### config.mk
export PLATFORM = sky130hd
export DESIGN_NAME = sd_cmd_tx
export DESIGN_NICKNAME = d
export VERILOG_FILES = /design/src/rtl/sd_pkg.sv /design/src/rtl/crc_7.sv /design/src/rtl/sd_cmd_tx.sv
export SDC_FILE = /design/constraint.sdc
export NUM_CORES = 1
export LEC_CHECK = 0
export CORE_UTILIZATION = 56
export CTS_BUF_LIST = sky130_fd_sc_hd__clkbuf_8
export DETAILED_ROUTE_END_ITERATION = 8
export GPL_TIMING_DRIVEN = 0
export PLACE_DENSITY = 0.87
export SYNTH_ARGS = -nofsm -noshare
export SYNTH_HDL_FRONTEND = slang
export SYNTH_SLANG_ARGS = --single-unit
### constraint.sdc
create_clock -name clk -period 2.4 [get_ports clk]
set_clock_uncertainty 0.15 [all_clocks]
set_input_delay 0.72 -clock clk [delete_from_list [all_inputs] [get_ports clk]]
set_output_delay 0.72 -clock clk [all_outputs]
set_load 0.1 [all_outputs]
### src/rtl/sd_pkg.sv
// Shared definitions for the SD SPI-mode command transmitter: frame geometry,
// FSM state type, common command indices and the frame-image helper.
package sd_pkg;

   localparam int SD_FRAME_BITS   = 48;
   localparam int SD_PAYLOAD_BITS = 40;
   localparam int SD_CRC_BITS     = 7;

   typedef enum logic [1:0] {
      IDLE  = 2'd0,
      FRAME = 2'd1,
      GAP   = 2'd2
   } sd_tx_state_t;

   localparam logic [5:0] CMD0  = 6'd0;
   localparam logic [5:0] CMD8  = 6'd8;
   localparam logic [5:0] CMD17 = 6'd17;

   // Start bit, transmission bit, index, argument, zeroed CRC field (filled in
   // serially during transmission), end bit.
   function automatic logic [47:0] sd_frame_init(input logic [5:0]  idx,
                                                 input logic [31:0] arg);
      return {2'b01, idx, arg, 7'b0000000, 1'b1};
   endfunction

endpackage

### src/rtl/crc_7.sv
// Serial CRC-7 (x^7 + x^3 + 1) as used by SD commands; shifts one bit per
// valid_i and clears on rst.
module crc_7 (
   input  logic       clk,
   input  logic       rst,
   input  logic       valid_i,
   input  logic       dat_i,
   output logic [6:0] crc_o
);

   logic [6:0] crc_q;
   logic       fb;

   assign fb    = dat_i ^ crc_q[6];
   assign crc_o = crc_q;

   always_ff @(posedge clk) begin
      if (rst) begin
         crc_q <= '0;
      end else if (valid_i) begin
         crc_q <= {crc_q[5:0], 1'b0} ^ {3'b000, fb, 2'b00, fb};
      end
   end

endmodule

### src/rtl/sd_cmd_tx.sv
// SD SPI-mode command serializer: emits the 48-bit command frame MSB-first with
// an on-the-fly CRC-7, then GAP_BITS trailing ones before pulsing done_o.
module sd_cmd_tx
   import sd_pkg::*;
#(
   parameter int unsigned GAP_BITS = 8
) (
   input  logic        clk,
   input  logic        rst,
   input  logic        bit_en_i,
   input  logic        abort_i,
   input  logic        cmd_valid_i,
   output logic        cmd_ready_o,
   input  logic [5:0]  cmd_idx_i,
   input  logic [31:0] cmd_arg_i,
   output logic        sdo_o,
   output logic        sdo_oe_o,
   output logic        busy_o,
   output logic        done_o
);

   localparam logic [5:0] LAST_BIT  = 6'(SD_FRAME_BITS - 1);
   localparam logic [5:0] CRC_FIRST = 6'(SD_PAYLOAD_BITS);
   localparam logic [7:0] GAP_LAST  = (GAP_BITS == 0) ? 8'd0 : 8'(GAP_BITS - 1);
   localparam bit         NO_GAP    = (GAP_BITS == 0);

   sd_tx_state_t state_q;
   logic [47:0]  shreg_q;
   logic [5:0]   bit_cnt_q;
   logic [7:0]   gap_cnt_q;
   logic         ready_q;
   logic         oe_q;
   logic         busy_q;

   logic         accept;
   logic         in_crc;
   logic         crc_rst;
   logic         crc_valid;
   logic [2:0]   crc_sel;
   logic [6:0]   crc;

   // Handshake: a command transfers on a clock where cmd_valid_i && cmd_ready_o
   // are both high; ready is high only in IDLE, so requests while busy are ignored.
   assign accept    = (state_q == IDLE) && cmd_valid_i;
   assign crc_rst   = rst | accept;
   assign crc_valid = (state_q == FRAME) && bit_en_i && !abort_i && (bit_cnt_q < CRC_FIRST);
   assign in_crc    = (bit_cnt_q >= CRC_FIRST) && (bit_cnt_q < LAST_BIT);
   assign crc_sel   = 3'(LAST_BIT - 6'd1 - bit_cnt_q);

   // CRC bits come straight from the generator; it is frozen while they are sent.
   assign sdo_o = (state_q == FRAME) ? (in_crc ? crc[crc_sel] : shreg_q[47]) : 1'b1;

   assign done_o = !rst && !abort_i && bit_en_i &&
                   (((state_q == FRAME) && (bit_cnt_q == LAST_BIT) && NO_GAP) ||
                    ((state_q == GAP) && (gap_cnt_q == GAP_LAST)));

   assign cmd_ready_o = ready_q;
   assign sdo_oe_o    = oe_q;
   assign busy_o      = busy_q;

   crc_7 u_crc (
      .clk     (clk),
      .rst     (crc_rst),
      .valid_i (crc_valid),
      .dat_i   (shreg_q[47]),
      .crc_o   (crc)
   );

   always_ff @(posedge clk) begin
      if (rst) begin
         state_q   <= IDLE;
         shreg_q   <= '0;
         bit_cnt_q <= '0;
         gap_cnt_q <= '0;
         ready_q   <= 1'b1;
         oe_q      <= 1'b0;
         busy_q    <= 1'b0;
      end else begin
         case (state_q)
            IDLE: begin
               if (cmd_valid_i) begin
                  shreg_q   <= sd_frame_init(cmd_idx_i, cmd_arg_i);
                  bit_cnt_q <= '0;
                  state_q   <= FRAME;
                  ready_q   <= 1'b0;
                  oe_q      <= 1'b1;
                  busy_q    <= 1'b1;
               end
            end
            FRAME: begin
               if (abort_i) begin
                  state_q <= IDLE;
                  ready_q <= 1'b1;
                  oe_q    <= 1'b0;
                  busy_q  <= 1'b0;
               end else if (bit_en_i) begin
                  if (bit_cnt_q == LAST_BIT) begin
                     oe_q <= 1'b0;
                     if (NO_GAP) begin
                        state_q <= IDLE;
                        ready_q <= 1'b1;
                        busy_q  <= 1'b0;
                     end else begin
                        state_q   <= GAP;
                        gap_cnt_q <= '0;
                     end
                  end else begin
                     shreg_q   <= {shreg_q[46:0], 1'b0};
                     bit_cnt_q <= bit_cnt_q + 6'd1;
                  end
               end
            end
            GAP: begin
               if (abort_i || (bit_en_i && (gap_cnt_q == GAP_LAST))) begin
                  state_q <= IDLE;
                  ready_q <= 1'b1;
                  oe_q    <= 1'b0;
                  busy_q  <= 1'b0;
               end else if (bit_en_i) begin
                  gap_cnt_q <= gap_cnt_q + 8'd1;
               end
            end
            default: begin
               state_q <= IDLE;
               ready_q <= 1'b1;
               oe_q    <= 1'b0;
               busy_q  <= 1'b0;
            end
         endcase
      end
   end

endmodule

==> flow_summary.toml <==
[die]
die_h_um = 78.1
die_w_um = 78.1
core_area_um2 = 5540
design.die.area_um2 = 6100
io_pins = 48
initial_core_util = 0.585
rows = 27

[synthesis]
synth_edf_count = 0
synth_top_family_by_area = "simple AND/OR/NAND/NOR gates"
synth_compound_area_frac = 0.207
yosysTopAreaCell = "dfxtp_1"
synthSimpleGateAreaFrac = 0.245
syn-cell-area_um2 = 3240
ys_seq_area_frac = 0.451
synth.area.top_cells = "dfxtp_1 (45%), a311oi_1 (12%), nand2_1 (10%)"
muxShareOfSynthArea = 0.0347
synthesis.yosys.warnings = 0
yosysUniqueCellTypes = 40
ys_ff_latch = 73
synth_nets = 443
synthArstFlopShare = 0
netlist_instances = 397
synth_top_area_frac = 0.451
synthAdderAreaFrac = 0.0116
synth-xor-area-share = 0.00810
avgSynthCellArea_um2 = 8.17
ys.flop_type = "dfxtp_1"

[place]
gp_congestion = 0.807
dp_slack_ps = -1320
place.port_buffers = 46
placed_area_um2 = 3850
dpl.hpwl_um = 5110

[routing]
wl_um = 8000
drtIter0Drc = 158
drt_first_pass_iters = 4
vias = 3124
drc_errors = 0
antenna_left = 0
vias_per_cell = 5.84
wl_per_cell_um = 15.0

[worst_setup_path]
path_max_fanout = 4
r2r_cells = 8
end_kind = "primary output"
r2r_start = "bit_cnt_q[1]"
crit_path_start_kind = "flop"
worstPathRequired_ps = 1530
critical_path.cell_chain = "ha_4, xnor2_4, mux2i_1, o22ai_1, mux2i_2, o21ai_4, buf_12"
max_stage_delay_ps = 350
cp_num_buf_inv = 1
crit_type = "reg -> out"
cp_slowest_cell = "dfxtp_2"
rr_endpoint = "shreg_q[47]"
worstPathArrival_ps = 1890
rrSetupSlack_ps = 230
crit_family = "multiplexers"

[timing]
period_needed_ps = 2760
fin_ws_ps = -363
slew_violations = 0
finalHoldWorstSlack_ps = 304
fin_tns_setup_ps = -490
rsz0062_at_grt = "true"
worstMarginPinSlew_ps = 951
fmax_mhz = 362
finalHoldViolCount = 0
setup_viol = 2
fin_crit_sh = 1.15
slew_headroom = 0.369

[global_route]
antenna_found_initial = 0
groute.usage.overall = 0.270
grt_pass1_vias = 2824
grt_overflow = 0
grt_max_degree = 13
grt_pass1_wl_um = 13000

[pwr]
p_clk_frac = 0.372
max-vdd-ir-drop_uv = 572
power_density_nw_per_um2 = 657
comb_power_share = 0.144
pwr-share-seq = 0.484
intPower_mw = 2.02
p_sw_uw = 715
cellLeakagePower_nw = 1.57
swShare = 0.262

[hold_path]
holdCritStartpoint = "gap_cnt_q[7]"
min_to = "gap_cnt_q[7]"
whs_path_depth = 1
hp-class = "reg -> reg"

[status]
outcome = "finished, violations left"
violations = "setup timing"

[final_layout]
stdcell_area_um2 = 4160
area_growth_pct = 28.3
final_nets = 504
layout_common_cells = "nand2_1 (88), dfxtp_1 (67), nor2_1 (60), a311oi_1 (44), clkdlybuf4s50_1 (39)"
drive_gt1_frac = 0.130
fillers = 409
layout_commonest_cell = "nand2_1"
finalCoreUtilization = 0.750
antenna_cells = 0

[cts]
cts_buffers = 9
clk_latency_ps = 340
htreeDepth = 3
cts_buffer_depth = 2
clkSlewWorstSetupHoldPaths_ps = 70
cts_tree = "done"
ctsHoldBuffers = 0
cts.sink_count = 73
cts.root.buffer_cell = "clkbuf_8"

[flow_run]
drv_cap = 0
[state kept, by name (all words and copies together) (netlist names)]
name and cells:
cmd_ready_o 1, bit_cnt_q 6, shreg_q 48, gap_cnt_q 8, sdo_oe_o 1, busy_o 1
state_q 1, u_crc.crc_o 7
[per-layer routing]
| metal | vias to the layer above | share of wire | GRT usage |
|---|---|---|---|
| li1 | 1530 | - | - |
| met1 | 1466 | 0.43 | 0.336 |
| met2 | 108 | 0.49 | 0.443 |
| met3 | 20 | 0.056 | 0.0605 |
| met4 | 0 | 0.024 | 0.130 |
| met5 | - | 0 | 0 |
[synth_stat cells (all sizes together), types with 2 or more instances]
master   n
a21oi   11
dfxtp   73
o21ai   14
nand3b   2
clkbuf  18
buf      9
a311oi  44
o21a     2
xnor2    3
mux2i    9
or3      4
nand2   89
nor3     5
nand3    6
a22oi    9
or4      2
nor2    62
ha       3
nor2b    2
inv      7
nand2b   6
and2     2
and3     3
a41oi    2
[kinds of logic (layout without fill, tap and decap cells)]
| family | after synthesis | count (layout) |
|---|---|---|
| xor+xnor | 3 | 3 |
| simple gates | 186 | 186 |
| mux | 10 | 10 |
| compound gates | 88 | 88 |
| flops | 73 | 73 |
| buf+inv | 34 | 100 |
| fa+ha+maj | 3 | 3 |
[worst max path at each step]
stage	from	to	slack, ps	cells after the start
after CTS	bit_cnt_q[0]	sdo_o	-350	6
after detailed placement	abort_i	done_o	-1320	5
after global placement	abort_i	done_o	-1300	5
after global routing	bit_cnt_q[1]	sdo_o	-440	7
after floorplan	rst	done_o	-420	5
final	bit_cnt_q[1]	sdo_o	-360	7
[per-stage QoR]
| step | power (mW) | instances |
|---|---|---|
| CTS | 2.73 | 535 |
| detailed placement | 1.72 | 515 |
| floorplan | 1.58 | 397 |
| finish | 2.73 | 535 |
| global placement | 1.71 | 515 |
| global route | 2.83 | 535 |
[power groups by stage]
stage,logic [mW],clock network (mW),registers [mW]
4_1_cts,0.386,1.03,1.32
3_3_place_gp,0.369,0,1.34
3_5_place_dp,0.378,0,1.35
6_report,0.392,1.02,1.32
2_1_floorplan,0.215,0,1.37
5_1_grt,0.428,1.08,1.33
[cell type report]
cell class | count | area, um2 | share of cell area
clock buffers | 9 | 124 | 0.0298
multi-input cells | 290 | 1710 | 0.411
inverters | 7 | 26.3 | 0.00632
clock inverters | 7 | 86.3 | 0.0208
plain buffers | 27 | 136 | 0.0328
flip-flops and latches | 73 | 1470 | 0.354
well taps | 72 | 90.1 | 0.0217
repair buffers | 50 | 513 | 0.123
[repair_timing]
action | 4_1_cts | 5_1_grt
setup endpoints to repair | 25 | 12
resized for setup | 41 | 6
setup buffers | 4 | 0
pin swaps | 3 | 1
(Power assumes the default switching activity.)
